### src/rtl/rbttx_phv_arbiter_if.sv
// PHV handshake bundle between the two upstream PHV sources, the arbiter
// and the TX MAU. The "slave" modport is the arbiter's view: it accepts the
// new/rtx streams and drives the merged stream. The "master" modport is the
// surrounding environment's view.
interface rbttx_phv_arbiter_if #(
  parameter int PHV_WIDTH = 408
) ();
  logic                 s_new_phv_valid;
  logic                 s_new_phv_ready;
  logic [PHV_WIDTH-1:0] s_new_phv_info;
  logic                 s_rtx_phv_valid;
  logic                 s_rtx_phv_ready;
  logic [PHV_WIDTH-1:0] s_rtx_phv_info;
  logic                 m_phv_valid;
  logic                 m_phv_ready;
  logic [PHV_WIDTH-1:0] m_phv_info;

  modport slave (
    input  s_new_phv_valid, s_new_phv_info,
    input  s_rtx_phv_valid, s_rtx_phv_info,
    input  m_phv_ready,
    output s_new_phv_ready, s_rtx_phv_ready,
    output m_phv_valid, m_phv_info
  );

  modport master (
    output s_new_phv_valid, s_new_phv_info,
    output s_rtx_phv_valid, s_rtx_phv_info,
    output m_phv_ready,
    input  s_new_phv_ready, s_rtx_phv_ready,
    input  m_phv_valid, m_phv_info
  );
endinterface

### src/rtl/rbttx_phv_arbiter.sv
// Reliable-send TX PHV arbiter: merges freshly parsed PHVs ("new") with
// retransmit-engine replays ("rtx") into the single PHV stream of the TX MAU.
// Retransmissions win, but after MAX_RTX_BURST consecutive rtx grants while
// new traffic waits, one new PHV is forced through. Each output PHV carries
// the retransmit flag in bit RTX_FLAG_BIT. Output is a single register stage.
module rbttx_phv_arbiter #(
  parameter int PHV_WIDTH     = 408,
  parameter int RTX_FLAG_BIT  = 407,
  parameter int MAX_RTX_BURST = 4,
  parameter int CNT_WIDTH     = 32
) (
  input  logic                 clk,
  input  logic                 rst,
  input  logic                 enable,
  rbttx_phv_arbiter_if.slave   phv,
  output logic [CNT_WIDTH-1:0] new_grant_cnt,
  output logic [CNT_WIDTH-1:0] rtx_grant_cnt
);

  localparam logic [7:0]           MAX_BURST_C = 8'(MAX_RTX_BURST);
  localparam logic [CNT_WIDTH-1:0] CNT_MAX_C   = {CNT_WIDTH{1'b1}};
  localparam logic [CNT_WIDTH-1:0] CNT_ONE_C   = CNT_WIDTH'(1);

  logic                 m_valid_r;
  logic [PHV_WIDTH-1:0] m_info_r;
  logic [7:0]           burst_cnt_r;
  logic [CNT_WIDTH-1:0] new_cnt_r;
  logic [CNT_WIDTH-1:0] rtx_cnt_r;

  logic load_en_s;
  logic starve_s;
  logic grant_rtx_s;
  logic grant_new_s;

  // Overwrite the retransmit flag bit, every other PHV bit passes unchanged.
  function automatic logic [PHV_WIDTH-1:0] apply_rtx_flag(
    input logic [PHV_WIDTH-1:0] info,
    input logic                 flag
  );
    logic [PHV_WIDTH-1:0] res;
    res               = info;
    res[RTX_FLAG_BIT] = flag;
    return res;
  endfunction

  // Grant selection: output slot free (or draining) and enabled; rtx has
  // priority unless new traffic has been passed over MAX_RTX_BURST times.
  // Nothing is accepted while reset is held.
  always_comb begin
    load_en_s   = 1'b0;
    starve_s    = 1'b0;
    grant_rtx_s = 1'b0;
    grant_new_s = 1'b0;
    if (!rst && enable && (!m_valid_r || phv.m_phv_ready)) begin
      load_en_s = 1'b1;
    end else begin
      load_en_s = 1'b0;
    end
    starve_s = phv.s_new_phv_valid && (burst_cnt_r == MAX_BURST_C);
    if (load_en_s) begin
      grant_rtx_s = phv.s_rtx_phv_valid && !starve_s;
      grant_new_s = phv.s_new_phv_valid && !(phv.s_rtx_phv_valid && !starve_s);
    end else begin
      grant_rtx_s = 1'b0;
      grant_new_s = 1'b0;
    end
  end

  assign phv.s_rtx_phv_ready = grant_rtx_s;
  assign phv.s_new_phv_ready = grant_new_s;
  assign phv.m_phv_valid     = m_valid_r;
  assign phv.m_phv_info      = m_info_r;
  assign new_grant_cnt       = new_cnt_r;
  assign rtx_grant_cnt       = rtx_cnt_r;

  // Output register: load on grant, clear once the held beat is taken,
  // otherwise hold valid and info stable.
  always_ff @(posedge clk) begin
    if (rst) begin
      m_valid_r <= 1'b0;
      m_info_r  <= '0;
    end else if (grant_rtx_s) begin
      m_valid_r <= 1'b1;
      m_info_r  <= apply_rtx_flag(phv.s_rtx_phv_info, 1'b1);
    end else if (grant_new_s) begin
      m_valid_r <= 1'b1;
      m_info_r  <= apply_rtx_flag(phv.s_new_phv_info, 1'b0);
    end else if (phv.m_phv_ready) begin
      m_valid_r <= 1'b0;
    end else begin
      m_valid_r <= m_valid_r;
    end
  end

  // Burst tracker: counts rtx grants that passed over a waiting new PHV.
  always_ff @(posedge clk) begin
    if (rst) begin
      burst_cnt_r <= 8'd0;
    end else if (grant_rtx_s && phv.s_new_phv_valid) begin
      if (burst_cnt_r < MAX_BURST_C) begin
        burst_cnt_r <= burst_cnt_r + 8'd1;
      end else begin
        burst_cnt_r <= burst_cnt_r;
      end
    end else if (grant_rtx_s || grant_new_s) begin
      burst_cnt_r <= 8'd0;
    end else begin
      burst_cnt_r <= burst_cnt_r;
    end
  end

  // Saturating grant statistics, one per source.
  always_ff @(posedge clk) begin
    if (rst) begin
      new_cnt_r <= '0;
      rtx_cnt_r <= '0;
    end else begin
      if (grant_new_s && (new_cnt_r != CNT_MAX_C)) begin
        new_cnt_r <= new_cnt_r + CNT_ONE_C;
      end else begin
        new_cnt_r <= new_cnt_r;
      end
      if (grant_rtx_s && (rtx_cnt_r != CNT_MAX_C)) begin
        rtx_cnt_r <= rtx_cnt_r + CNT_ONE_C;
      end else begin
        rtx_cnt_r <= rtx_cnt_r;
      end
    end
  end

endmodule
### src/flat_wrapper.sv
// flat-port wrapper written by rule: the top's interface ports become plain ports
module rbttx_phv_arbiter_flat 
#(
  parameter int PHV_WIDTH     = 408,
  parameter int RTX_FLAG_BIT  = 407,
  parameter int MAX_RTX_BURST = 4,
  parameter int CNT_WIDTH     = 32
)
  (clk, rst, enable, new_grant_cnt, rtx_grant_cnt, phv_s_new_phv_valid, phv_s_new_phv_info, phv_s_rtx_phv_valid, phv_s_rtx_phv_info, phv_m_phv_ready, phv_s_new_phv_ready, phv_s_rtx_phv_ready, phv_m_phv_valid, phv_m_phv_info);
  rbttx_phv_arbiter_if #(.PHV_WIDTH(PHV_WIDTH)) phv_i ();
  input  logic clk;
  input  logic rst;
  input  logic enable;
  output logic [CNT_WIDTH-1:0] new_grant_cnt;
  output logic [CNT_WIDTH-1:0] rtx_grant_cnt;
  input wire logic [$bits(phv_i.s_new_phv_valid)-1:0] phv_s_new_phv_valid;
  input wire logic [$bits(phv_i.s_new_phv_info)-1:0] phv_s_new_phv_info;
  input wire logic [$bits(phv_i.s_rtx_phv_valid)-1:0] phv_s_rtx_phv_valid;
  input wire logic [$bits(phv_i.s_rtx_phv_info)-1:0] phv_s_rtx_phv_info;
  input wire logic [$bits(phv_i.m_phv_ready)-1:0] phv_m_phv_ready;
  output wire logic [$bits(phv_i.s_new_phv_ready)-1:0] phv_s_new_phv_ready;
  output wire logic [$bits(phv_i.s_rtx_phv_ready)-1:0] phv_s_rtx_phv_ready;
  output wire logic [$bits(phv_i.m_phv_valid)-1:0] phv_m_phv_valid;
  output wire logic [$bits(phv_i.m_phv_info)-1:0] phv_m_phv_info;
  assign phv_i.s_new_phv_valid = phv_s_new_phv_valid;
  assign phv_i.s_new_phv_info = phv_s_new_phv_info;
  assign phv_i.s_rtx_phv_valid = phv_s_rtx_phv_valid;
  assign phv_i.s_rtx_phv_info = phv_s_rtx_phv_info;
  assign phv_i.m_phv_ready = phv_m_phv_ready;
  assign phv_s_new_phv_ready = phv_i.s_new_phv_ready;
  assign phv_s_rtx_phv_ready = phv_i.s_rtx_phv_ready;
  assign phv_m_phv_valid = phv_i.m_phv_valid;
  assign phv_m_phv_info = phv_i.m_phv_info;
  rbttx_phv_arbiter #(.PHV_WIDTH(PHV_WIDTH), .RTX_FLAG_BIT(RTX_FLAG_BIT), .MAX_RTX_BURST(MAX_RTX_BURST), .CNT_WIDTH(CNT_WIDTH)) u_core (.clk(clk), .rst(rst), .enable(enable), .phv(phv_i), .new_grant_cnt(new_grant_cnt), .rtx_grant_cnt(rtx_grant_cnt));
endmodule
### config.mk
export PLATFORM = sky130hd
export DESIGN_NAME = rbttx_phv_arbiter_flat
export DESIGN_NICKNAME = d
export VERILOG_FILES = /design/src/rtl/rbttx_phv_arbiter_if.sv /design/src/rtl/rbttx_phv_arbiter.sv /design/src/flat_wrapper.sv
export SDC_FILE = /design/constraint.sdc
export NUM_CORES = 1
export LEC_CHECK = 0
export ABC_AREA = 1
export CAP_MARGIN = 40
export CORE_AREA = 2 2 498 500
export DETAILED_ROUTE_END_ITERATION = 12
export DIE_AREA = 0 0 500 502
export PLACE_DENSITY = 0.41
export SETUP_SLACK_MARGIN = 0.15
export SYNTH_ARGS = -nofsm -noshare
export SYNTH_HDL_FRONTEND = slang
export SYNTH_SLANG_ARGS = --single-unit
### constraint.sdc
create_clock -name clk -period 2.22 [get_ports clk]
set_input_delay 0.222 -clock clk [delete_from_list [all_inputs] [get_ports clk]]
set_output_delay 0.222 -clock clk [all_outputs]
set_load 0.05 [all_outputs]
==> Yosys cells after proc, flatten, opt, wreduce, memory -nomap -nowiden <==
Cells that the tools add are included.
{ "totals": {"output_inout_bits": 475, "mem_bits_ro": 0, "register_bits": 481, "in_bits": 822, "mem_count": 0, "wordCells": 42, "mem_bits_rw": 0, "latch_bits": 0} }
{ "op_classes": {"order_cmp": 1, "add_sub_neg": 3, "muxes": 11, "div_mod_pow": 0, "multipliers": 0, "bitwise_logic": 0, "shift": 0, "reduce_logical": 18, "n_eq_ne": 4} }
{ "op_table": {"columns": ["operator", "n"], "rows": [
  ["408-bit two-way mux", 2],
  ["32-bit by 1-bit adder with 32-bit output (second input constant)", 2],
  ["32-bit != test (second input constant)", 2],
  ["8-bit two-way mux", 3],
  ["8-bit by 1-bit adder with 8-bit output (second input constant)", 1],
  ["8-bit by 3-bit equality test with 1-bit output (second input constant)", 1],
  ["1-bit logical AND", 8],
  ["8-bit by 3-bit less-than comparator with 1-bit output (second input constant)", 1],
  ["1-bit two-way mux", 6],
  ["1-bit zero test", 4],
  ["2-bit nonzero test", 2],
  ["3-bit nonzero test", 1],
  ["1-bit logical OR", 2],
  ["2-bit != test (second input constant)", 1],
  ["2-bit AND reduction", 1]
]} }

==> Depth between registers and ports, before layout <==
Gate-level depths: netlist of the first run.
{ "depth": {"ltp_word": 10, "ltp_mapped": 13, "mapped_depth_nobuf": 12} }

==> Worst setup path before layout of the first run <==
Ideal clock, no wire load.
{ "synth_timing": {"path_type": "flip-flop to flip-flop", "from": "reg u_core.new_cnt_r[0], in the netlist u_core.new_grant_cnt[0]", "to": "reg u_core.new_cnt_r[3], in the netlist u_core.new_grant_cnt[3]", "path_buffers": 3, "slack_ps": 24, "setup_time_ps": 68, "arrival_time_ps": 2128, "required_time_ps": 2152, "stages_incl_launch_ff": 13, "synth_period_minus_slack_ps": 2196, "path_cell_list": "dfxtp_1 ha_1 buf_2 inv_2 nor2_4 nand2_4 nor2_8 nand2_4 nand2_4 buf_8 buf_12 nand2_1 a21oi_2"} }
{ "synth_between": {"elab_chain_len": 2, "word_cells_on_any_way": 3, "cone_classes": "1 x add/sub; 1 x eq/ne; 1 x reduce/logical"} }
{ "synth_lines": {"columns": ["element", "line", "rtl"], "rows": [
  ["start, declared", "rbttx_phv_arbiter.sv:27", "logic [CNT_WIDTH-1:0] new_cnt_r;"],
  ["start signal, assigned", "rbttx_phv_arbiter.sv:119", "new_cnt_r <= new_cnt_r + CNT_ONE_C;"],
  ["start signal, assigned", "rbttx_phv_arbiter.sv:121", "new_cnt_r <= new_cnt_r;"],
  ["branches (longest 2 deep; another with 32-bit by 1-bit adder with 32-bit output)", null, null]
]} }
Parallel ways; which one is timed is not known.
A chain may end at the register's enable or synchronous reset.

==> Worst setup path after layout of the first run <==
{ "layout_timing": {"from": "reg u_core.burst_cnt_r[0]", "to": "reg u_core.m_info_r[186], in the netlist u_core.phv.m_phv_info[186]"} }
{ "layout_between": {"elab_chain_len": 8, "word_cells_on_any_way": 10, "cone_classes": "1 x eq/ne; 3 x mux; 6 x reduce/logical"} }
{ "layout_lines": {"columns": ["element", "line", "rtl"], "rows": [
  ["start, declared", "rbttx_phv_arbiter.sv:26", "logic [7:0] burst_cnt_r;"],
  ["start signal, assigned", "rbttx_phv_arbiter.sv:101", "burst_cnt_r <= burst_cnt_r + 8'd1;"],
  ["start signal, assigned", "rbttx_phv_arbiter.sv:103", "burst_cnt_r <= burst_cnt_r;"],
  ["start signal, assigned", "rbttx_phv_arbiter.sv:108", "burst_cnt_r <= burst_cnt_r;"],
  ["8-bit by 3-bit equality test with 1-bit output (*)", "rbttx_phv_arbiter.sv:59", "starve_s = phv.s_new_phv_valid && (burst_cnt_r == MAX_BURST_C);"],
  ["1-bit logical AND (*)", "rbttx_phv_arbiter.sv:59", null],
  ["1-bit zero test (*)", "rbttx_phv_arbiter.sv:61, rbttx_phv_arbiter.sv:62", null],
  ["1-bit logical AND (*)", "rbttx_phv_arbiter.sv:61, rbttx_phv_arbiter.sv:62", null],
  ["1-bit zero test", "rbttx_phv_arbiter.sv:62", "grant_new_s = phv.s_new_phv_valid && !(phv.s_rtx_phv_valid && !starve_s);"],
  ["1-bit logical AND", "rbttx_phv_arbiter.sv:62", null],
  ["1-bit two-way mux", "rbttx_phv_arbiter.sv:60", "if (load_en_s) begin"],
  ["2-bit nonzero test (no source line)", null, null],
  ["end signal, assigned", "rbttx_phv_arbiter.sv:84", "m_info_r <= apply_rtx_flag(phv.s_rtx_phv_info, 1'b1);"],
  ["end signal, assigned", "rbttx_phv_arbiter.sv:87", "m_info_r <= apply_rtx_flag(phv.s_new_phv_info, 1'b0);"],
  ["end, declared", "rbttx_phv_arbiter.sv:25", "logic [PHV_WIDTH-1:0] m_info_r;"]
]} }
Mark *: on every way between the ends. The rest lies on a longest branch, timed or not.

==> results of run 1 <==
==> layout by cell type (no fill, tap or decap), drive strengths merged <==
master,count
clkbuf,109
a21oi,57
nand4,10
ha,4
o21ai,3
o21a,1
nor3b,4
clkdlybuf4s15,34
dlygate4sd2,374
xnor2,9
buf,298
clkdlybuf4s50,826
or2,408
bufinv,1
nor3,2
dfxtp,481
a31oi,1
clkinvlp,2
o211ai,407
nand3b,1
nand2,733
diode,26
nor2,548
bufbuf,5
clkinv,13
nand3,66
inv,884
xor2,17
==> critical path: cells and delay by family (launching register included) <==
| family | cells | cell delay (ns) |
|---|---|---|
| AO/OA/AOI/OAI | 1 | 0.16 |
| adder cells (fa/ha/maj) | 1 | 0.13 |
| buffers and inverters | 8 | 1.05 |
| flip-flops | 1 | 0.33 |
| AND/OR/NAND/NOR | 6 | 0.51 |
==> registers in the layout (all words and copies together) (netlist names) <==
register and count:
u_core.phv.m_phv_valid 1, u_core.new_grant_cnt 32, u_core.phv.m_phv_info 408, u_core.rtx_grant_cnt 32, u_core.burst_cnt_r 8
==> kinds of logic (layout without fill, tap and decap cells) <==
family / Yosys count / after routing / synth area share
other: 0 / 26 / 0
DFF: 481 / 481 / 0.378
xor gates and xnor gates: 26 / 26 / 0.00893
and+or+nand+nor: 1772 / 1772 / 0.311
adders and majority gates: 4 / 4 / 0.00196
AOI/OAI and AO/OA: 469 / 469 / 0.134
buffers and inverters: 1082 / 2546 / 0.167
==> power by group through the flow <==
stage | logic (mW) | registers [mW] | clock network (mW)
floorplan | 1.89 | 11.3 | 0
global placement | 7.47 | 9.62 | 0
detailed placement | 7.47 | 9.64 | 0
CTS | 7.39 | 9.44 | 12.1
global route | 7.77 | 9.49 | 12.4
finish | 7.29 | 9.44 | 11.6
==> layout make-up <==
class                      count  area (sq um)
sequential                   481          9630
inverter                     881          3330
fill                       27900        199000
antenna                       26          65.1
clock inverter                19           189
timing repair buffer        1540         15500
clock buffer                 106          2070
tap                         3220          4030
multi-input combinational   2271         11700
==> metal layers <==
layer / vias to the layer above / GRT usage / wire [um]
met5: - / 0 / 684
li1: 14400 / - / -
met3: 333 / 0.0660 / 21100
met2: 1288 / 0.240 / 88100
met4: 106 / 0.0449 / 5070
met1: 13700 / 0.184 / 83600
==> what timing repair did <==
action / CTS / global route
endpoints found under the setup margin: 769 / 467
pin swaps: 14 / 22
resized for setup: 535 / 10
cloned: 22 / 3
setup buffers: 18 / 2
==> per-stage QoR <==
step	power, mW	setup slack [ns]	area [sq um]	std cells	setup TNS [ns]
2_1_floorplan	13.2	0.157	25500	3834	0
3_3_place_gp	17.1	-0.318	43400	8348	-33.63
3_5_place_dp	17.1	-0.348	43400	8348	-46.73
4_1_cts	28.9	-0.217	46300	8513	-10.20
5_1_grt	29.7	-0.282	46400	8528	-43.12
6_report	28.3	-0.151	46400	8544	-6.69
==> final timing paths <==
kind                               start                    endpoint  slack [ns]  cells past startpoint
setup / recovery   u_core.burst_cnt_r[0]  u_core.phv.m_phv_info[186]       -0.15                     16
hold reg to reg    u_core.burst_cnt_r[4]       u_core.burst_cnt_r[4]        0.47                      1
setup reg to reg   u_core.burst_cnt_r[0]  u_core.phv.m_phv_info[186]       -0.15                     16
hold / removal    phv_s_new_phv_info[35]   u_core.phv.m_phv_info[35]        0.16                      3
==> results.json, run 1 <==
{
  "fin_ws_ns": -0.151,
  "critPathArrivalTime_ns": 2.95,
  "finish.utilization": 0.189,
  "slew_violations": 0,
  "synth_nets": 4660,
  "drt_iter0_drc": 1807,
  "synth_top_area_cell": "dfxtp_1",
  "place_congestion": 0.977,
  "die_y_um": 502,
  "fin_nets": 6072,
  "grt_overflow_total": 0,
  "syn_to_final_growth_pct": 82.2,
  "htree_levels": 3,
  "cts_buffer_depth": 3,
  "crit_type": "flip-flop to flip-flop",
  "seqPwrFrac": 0.334,
  "leakagePower_nw": 21.1,
  "worst_pin_slew_ns": 0.748,
  "grt_pass1_vias": 29400,
  "die_x_um": 500,
  "max_stage_delay_ns": 0.33,
  "synth_common_cells": "876 x inv_1, 718 x nand2_1, 539 x nor2_1, 481 x dfxtp_1, 407 x o211ai_1",
  "port_buffers": 1294,
  "synth-seq-cells": 481,
  "drt_drc_violations_left": 0,
  "synthTopCellsByArea": "dfxtp_1 38%, inv_1 13%, o211ai_1 12%",
  "maxCapViolations": 0,
  "cellPowerDensity_nw_per_um2": 609,
  "wl_per_cell_um": 23.2,
  "power_frac_clock": 0.409,
  "cts_hold_buf": 0,
  "rows": 182,
  "grt_usage": 0.152,
  "status": "complete, but fails checks",
  "fin_worst_skew_ns": 0.0270,
  "cpMaxStageDelayCell": "dfxtp_2",
  "synth-seq-area-share": 0.378,
  "setup_viol": 128,
  "timing.final.crit_share": 1.07,
  "synthArstFlopShare": 0,
  "syn_area_per_cell_sq_um": 6.65,
  "vias_per_cell": 3.50,
  "fmax_ghz": 0.422,
  "synth_cells": 3834,
  "crit_chain": "inv_2 -> ha_4 -> nand2_2 -> nor2_2 -> nand2_2 -> nand2_4 -> nand2_8 -> buf_16 -> buf_6 -> buf_6 -> buf_16 -> buf_16 -> buf_12 -> buf_16 -> o211ai_1 -> nor2_1",
  "dieArea_sq_um": 251000,
  "yosysWarnings": 0,
  "critPathMostFrequentCell": "buf_16",
  "grt_max_degree": 63,
  "cts_tree": "yes",
  "timing.hold.ws_ns": 0.165,
  "p_switching_mw": 9.54,
  "drive_above_1_share": 0.131,
  "coreArea_sq_um": 245000,
  "worstPathRequired_ns": 2.80,
  "violations": "setup timing",
  "crit_fanout": 8,
  "endpoint_kind": "flip-flop",
  "io_pins": 1297,
  "p_int_mw": 18.8,
  "yosysMostFrequentCell": "inv_1",
  "synth_top_area_frac": 0.378,
  "worstHoldPathType": "primary input to flip-flop",
  "comb_power_share": 0.258,
  "syn_area_sq_um": 25500,
  "cts_num_sinks": 481,
  "grt_pass1_wl_um": 260000,
  "cts_made_buffers": 71,
  "cts.clk_slew.worst_paths_ns": 0.07,
  "clockRootBuffer": "clkbuf_16",
  "synth_edf_count": 0,
  "p_sw_frac": 0.337,
  "max_slew_margin": 0.504,
  "ant_nets": 0,
  "drt_pass1_iterations": 5,
  "grt_antenna_before_repair": 135,
  "start_kind": "flip-flop",
  "clk_latency_ns": 0.70,
  "vdd_drop_max_v": 0.000468,
  "start_util": 0.104,
  "routed_wl_um": 199000,
  "dp_hpwl_um": 164000,
  "ys_types": 35,
  "report.final.hold_viol_count": 0,
  "synth-main-ff-cell": "dfxtp_1",
  "period_needed_ns": 2.37,
  "vias": 29900,
  "rsz0062_at_grt": "true"
}
No activity file was read; power rests on OpenSTA's default activity.
==> inputs of run 2 (changes only) <==
RECOVER_POWER = 25   (was default)
==> results.json, run 2 (synthesis gave the netlist of run 1 again) <==
{
  "leakagePower_nw": 21.0,
  "endpoint_kind": "flip-flop",
  "slew_violations": 0,
  "max_stage_delay_ns": 0.33,
  "worstPathRequired_ns": 2.80,
  "dp_hpwl_um": 164000,
  "layout_commonest_cell": "inv_1",
  "crit_chain": "inv_2 -> ha_4 -> nand2_2 -> nor2_2 -> nand2_2 -> nand2_4 -> nand2_8 -> buf_16 -> buf_6 -> buf_6 -> buf_16 -> buf_16 -> buf_12 -> buf_16 -> o211ai_1 -> nor2_1",
  "io_pins": 1297,
  "fin_area_sq_um": 46300,
  "maxCapViolations": 0,
  "setup_viol": 141,
  "report.final.hold_viol_count": 0,
  "syn_to_final_growth_pct": 81.5,
  "grt_usage": 0.152,
  "die_x_um": 500,
  "violations": "setup timing",
  "htree_levels": 3,
  "grt_pass1_wl_um": 260000,
  "timing.final.crit_share": 1.07,
  "crit_type": "flip-flop to flip-flop",
  "routed_wl_um": 199000,
  "cpMaxStageDelayCell": "dfxtp_2",
  "critPathArrivalTime_ns": 2.95,
  "path_buf_inv": 8,
  "worstHoldPathType": "primary input to flip-flop",
  "place_congestion": 0.977,
  "cellPowerDensity_nw_per_um2": 610,
  "cts_buffer_depth": 3,
  "rows": 182,
  "crit_fanout": 8,
  "grt_pass1_vias": 29400,
  "n_fill_cell": 27900,
  "vias_per_cell": 3.50,
  "port_buffers": 1294,
  "fin_ws_ns": -0.155,
  "drt_pass1_iterations": 6,
  "status": "complete, but fails checks",
  "ant_nets": 0,
  "drive_above_1_share": 0.128,
  "cts_made_buffers": 71,
  "fmax_ghz": 0.421,
  "wl_per_cell_um": 23.2,
  "vias": 29900,
  "place_area_sq_um": 43400,
  "clk_latency_ns": 0.70,
  "period_needed_ns": 2.38,
  "fin_worst_skew_ns": 0.0290,
  "vdd_drop_max_v": 0.000460,
  "grt_max_degree": 63,
  "grt_antenna_before_repair": 135,
  "critPathMostFrequentCell": "buf_16",
  "drt_iter0_drc": 1775,
  "dieArea_sq_um": 251000,
  "cts_hold_buf": 0,
  "final_cell_mix": "874 x inv_1, 826 x clkdlybuf4s50_1, 716 x nand2_1",
  "drt_drc_violations_left": 0,
  "coreArea_sq_um": 245000,
  "start_kind": "flip-flop",
  "cts.clk_slew.worst_paths_ns": 0.07,
  "fin_nets": 6072,
  "clockRootBuffer": "clkbuf_16",
  "max_slew_margin": 0.333,
  "cts_num_sinks": 481,
  "critPathTopFamily": "buffers and inverters",
  "start_util": 0.104,
  "die_y_um": 502,
  "finish.utilization": 0.189,
  "largest_register_ffs": 408,
  "cts_tree": "yes",
  "worst_pin_slew_ns": 1.00,
  "place_ws_ns": -0.348,
  "rsz0062_at_grt": "true",
  "grt_overflow_total": 0
}
-- run 2: cell count changes in the layout (fill, tap and decap cells not counted), sizes merged --
| cell | before | now |
|---|---|---|
| clkbuf | 109 | 167 |
| diode | 26 | 25 |
| buf | 298 | 240 |
-- run 2: layer usage --
layer / wire length, um / vias up / global-route usage
li1: - / 14400 / -
met1: 83000 / 13700 / 0.184
met2: 87900 / 1284 / 0.240
met3: 21600 / 325 / 0.0660
met4: 5320 / 106 / 0.0449
met5: 684 / - / 0
-- run 2: final timing paths --
kind / startpoint / end / slack [ns] / depth (start not counted)
max: u_core.burst_cnt_r[0] / u_core.phv.m_phv_info[90] / -0.16 / 16
min: phv_s_new_phv_info[35] / u_core.phv.m_phv_info[35] / 0.17 / 3
max reg2reg: u_core.burst_cnt_r[0] / u_core.phv.m_phv_info[90] / -0.16 / 16
min reg2reg: u_core.burst_cnt_r[4] / u_core.burst_cnt_r[4] / 0.47 / 1
-- run 2: final cells by class --
class                      instances  area, sq um  area share
clock buffer                     106         2070      0.0447
tap                             3220         4030      0.0871
clock inverter                    19          189     0.00408
multi-input combinational       2271        11700       0.252
sequential                       481         9630       0.208
inverter                         881         3330      0.0720
timing repair buffer            1540        15300       0.331
antenna                           25         62.6     0.00135
-- run 2: repair_timing --
item | 4_1_cts | 5_1_grt
setup buffers | 18 | 2
endpoints found under the hold margin | 0 | 0
pin swaps | 14 | 22
gates resized for setup | 535 | 10
endpoints found under the setup margin | 769 | 467
gates cloned | 22 | 3
-- run 2: power by group --
group | switching [mW] | total (mW) | internal, mW
combinational | 4.26 | 7.25 | 2.99
sequential | 0.289 | 9.44 | 9.15
clock | 4.96 | 11.5 | 6.58
-- run 2: worst register-to-register path, cell delays in order, from the launching register on --
cell      delay [ns]
dfxtp_2         0.33
inv_2           0.07
ha_4            0.13
nand2_2         0.05
nor2_2          0.12
nand2_2         0.12
nand2_4         0.11
nand2_8         0.07
buf_16          0.14
buf_6           0.11
buf_6           0.11
buf_16          0.15
buf_16          0.21
buf_12          0.19
buf_16          0.14
o211ai_1        0.16
nor2_1          0.05
-- run 2: through the flow --
| step | hold slack (ns) | TNS [ns] | instances | power [mW] |
|---|---|---|---|---|
| detailed placement | 0.459 | -46.73 | 8348 | 17.1 |
| global placement | 0.440 | -33.63 | 8348 | 17.1 |
| floorplan | 0.402 | 0 | 3834 | 13.2 |
| CTS | 0.0446 | -10.20 | 8513 | 28.9 |
| global route | 0.118 | -43.41 | 8528 | 29.6 |
| finish | 0.166 | -7.48 | 8543 | 28.2 |
==> inputs of run 3 (changes only) <==
SKIP_LAST_GASP = 1   (was default)
clock period = 2.96 ns   (was 2.22 ns; I/O delays follow)
==> results.json, run 3 (synthesis gave the netlist of run 1 again) <==
{
  "clockRootBuffer": "clkbuf_16",
  "clk_latency_ns": 0.72,
  "fin_nets": 5932,
  "ant_nets": 0,
  "grt_overflow_total": 0,
  "port_buffers": 1294,
  "status": "complete, no violations",
  "dieArea_sq_um": 251000,
  "place_congestion": 0.955,
  "drt_drc_violations_left": 0,
  "maxCapViolations": 0,
  "place_area_sq_um": 42600,
  "final_cells": 8402,
  "leakagePower_nw": 18.9,
  "finish.utilization": 0.184,
  "fmax_ghz": 0.384,
  "cts.clk_slew.worst_paths_ns": 0.06,
  "endpoint_kind": "output pin",
  "path_buf_inv": 4,
  "start_util": 0.104,
  "vdd_drop_max_v": 0.000345,
  "vias_per_cell": 3.44,
  "final_cell_mix": "1,082 x clkdlybuf4s50_1, 877 x inv_1, 720 x nand2_1",
  "htree_levels": 3,
  "grt_pass1_vias": 28700,
  "worst_pin_slew_ns": 1.26,
  "routed_wl_um": 189000,
  "critPathTopFamily": "buffers and inverters",
  "grt_antenna_before_repair": 120,
  "placed_cells": 8246,
  "coreArea_sq_um": 245000,
  "fin_area_sq_um": 45100,
  "power_mw": 21.6,
  "critPathMostFrequentCell": "nand2_1",
  "syn_to_final_growth_pct": 76.8,
  "fin_ws_ns": 0.355,
  "place_ws_ns": 0.109,
  "wl_per_cell_um": 22.5,
  "period_needed_ns": 2.60,
  "die_y_um": 502,
  "tns_ns": 0,
  "critPathArrivalTime_ns": 2.31,
  "slew_violations": 0,
  "vias": 28900,
  "crit_fanout": 13,
  "drive_above_1_share": 0.0882,
  "cpMaxStageDelayCell": "dfxtp_1",
  "die_x_um": 500,
  "timing.final.crit_share": 0.880,
  "fin_worst_skew_ns": 0.0439,
  "cts_num_sinks": 481,
  "setup_viol": 0,
  "cts_buffer_depth": 3,
  "cts_tree": "yes",
  "grt_usage": 0.145,
  "drt_pass1_iterations": 5,
  "cts_made_buffers": 71,
  "worstPathRequired_ns": 2.66,
  "grt_pass1_wl_um": 249000,
  "report.final.hold_viol_count": 0,
  "cellPowerDensity_nw_per_um2": 480,
  "grt_max_degree": 110,
  "rsz0062_at_grt": "false",
  "start_kind": "flip-flop",
  "drt_iter0_drc": 1462,
  "crit_type": "flip-flop to output pin",
  "dp_hpwl_um": 158000,
  "worstHoldPathType": "primary input to flip-flop",
  "crit_chain": "inv_1 -> ha_1 -> nand2_1 -> nor2_1 -> nand2_1 -> nand3_1 -> inv_12 -> buf_6 -> buf_12",
  "max_stage_delay_ns": 0.36,
  "largest_register_ffs": 408,
  "io_pins": 1297,
  "max_slew_margin": 0.160,
  "rows": 182,
  "layout_commonest_cell": "clkdlybuf4s50_1",
  "timing.hold.ws_ns": 0.214
}
run 3: cell types whose count changed in the layout (fill, tap and decap cells not counted), moves of 9 or more:
cell	delta
buf_16	-24
clkdlybuf4s50_1	+256
buf_12	-13
dlygate4sd3_1	+192
clkdlybuf4s15_2	-22
dlygate4sd2_1	-374
clkbuf_1	+9
clkbuf_2	-43
clkdlybuf4s15_1	-12
buf_4	-91
run 3: final cells by class:
class	instances	area [sq um]
diodes	22	55.1
clock buffers	103	2050
clock inverters	24	394
repair buffers	1400	14000
fillers	28000	200000
flip-flops and latches	481	9630
well taps	3220	4030
multi-input cells	2271	11600
inverters	881	3330
run 3: path summary, 6_finish.rpt:
check	from	cells past startpoint	to	slack [ns]
worst max-delay path	u_core.burst_cnt_r[0]	9	phv_s_rtx_phv_ready	0.36
worst min-delay path	phv_s_rtx_phv_info[65]	5	u_core.phv.m_phv_info[65]	0.21
worst max register to register	u_core.burst_cnt_r[0]	12	u_core.phv.m_phv_info[178]	0.40
worst min register to register	u_core.burst_cnt_r[3]	2	u_core.burst_cnt_r[3]	0.46
run 3: worst reg2reg max path, stage by stage (launching register included):
cell and delay (ns):
dfxtp_1 0.36, inv_1 0.07, ha_1 0.19, nand2_1 0.06, nor2_1 0.05, nand2_1 0.12, nand2_1 0.15, nand2_8 0.18
buf_16 0.14, buf_4 0.26, buf_12 0.40, o211ai_1 0.43, nor2_1 0.11
run 3: layer usage:
metal,routed length (um),GRT usage,share of wire,up-vias
met5,544,0,0.0029,-
met4,3850,0.0321,0.020,86
met3,20300,0.0624,0.11,259
met2,85900,0.237,0.45,1115
met1,78500,0.174,0.41,13300
li1,-,-,-,14100
run 3: report_power, final:
part	switching [mW]	internal [mW]	leakage [nW]	total, mW
logic	3.13	2.27	13.7	5.40
registers	0.204	6.86	3.94	7.07
clock network	3.76	5.38	1.19	9.14
total	7.10	14.5	18.9	21.6
run 3: repair_timing:
action / CTS / global route
pin swaps: 0 / 1
endpoints found under the setup margin: 2 / 1
cloned: 0 / 1
hold buffers: 0 / 0
buffers inserted: 3 / 3
gates resized for setup: 5 / 1
endpoints found under the hold margin: 0 / 0
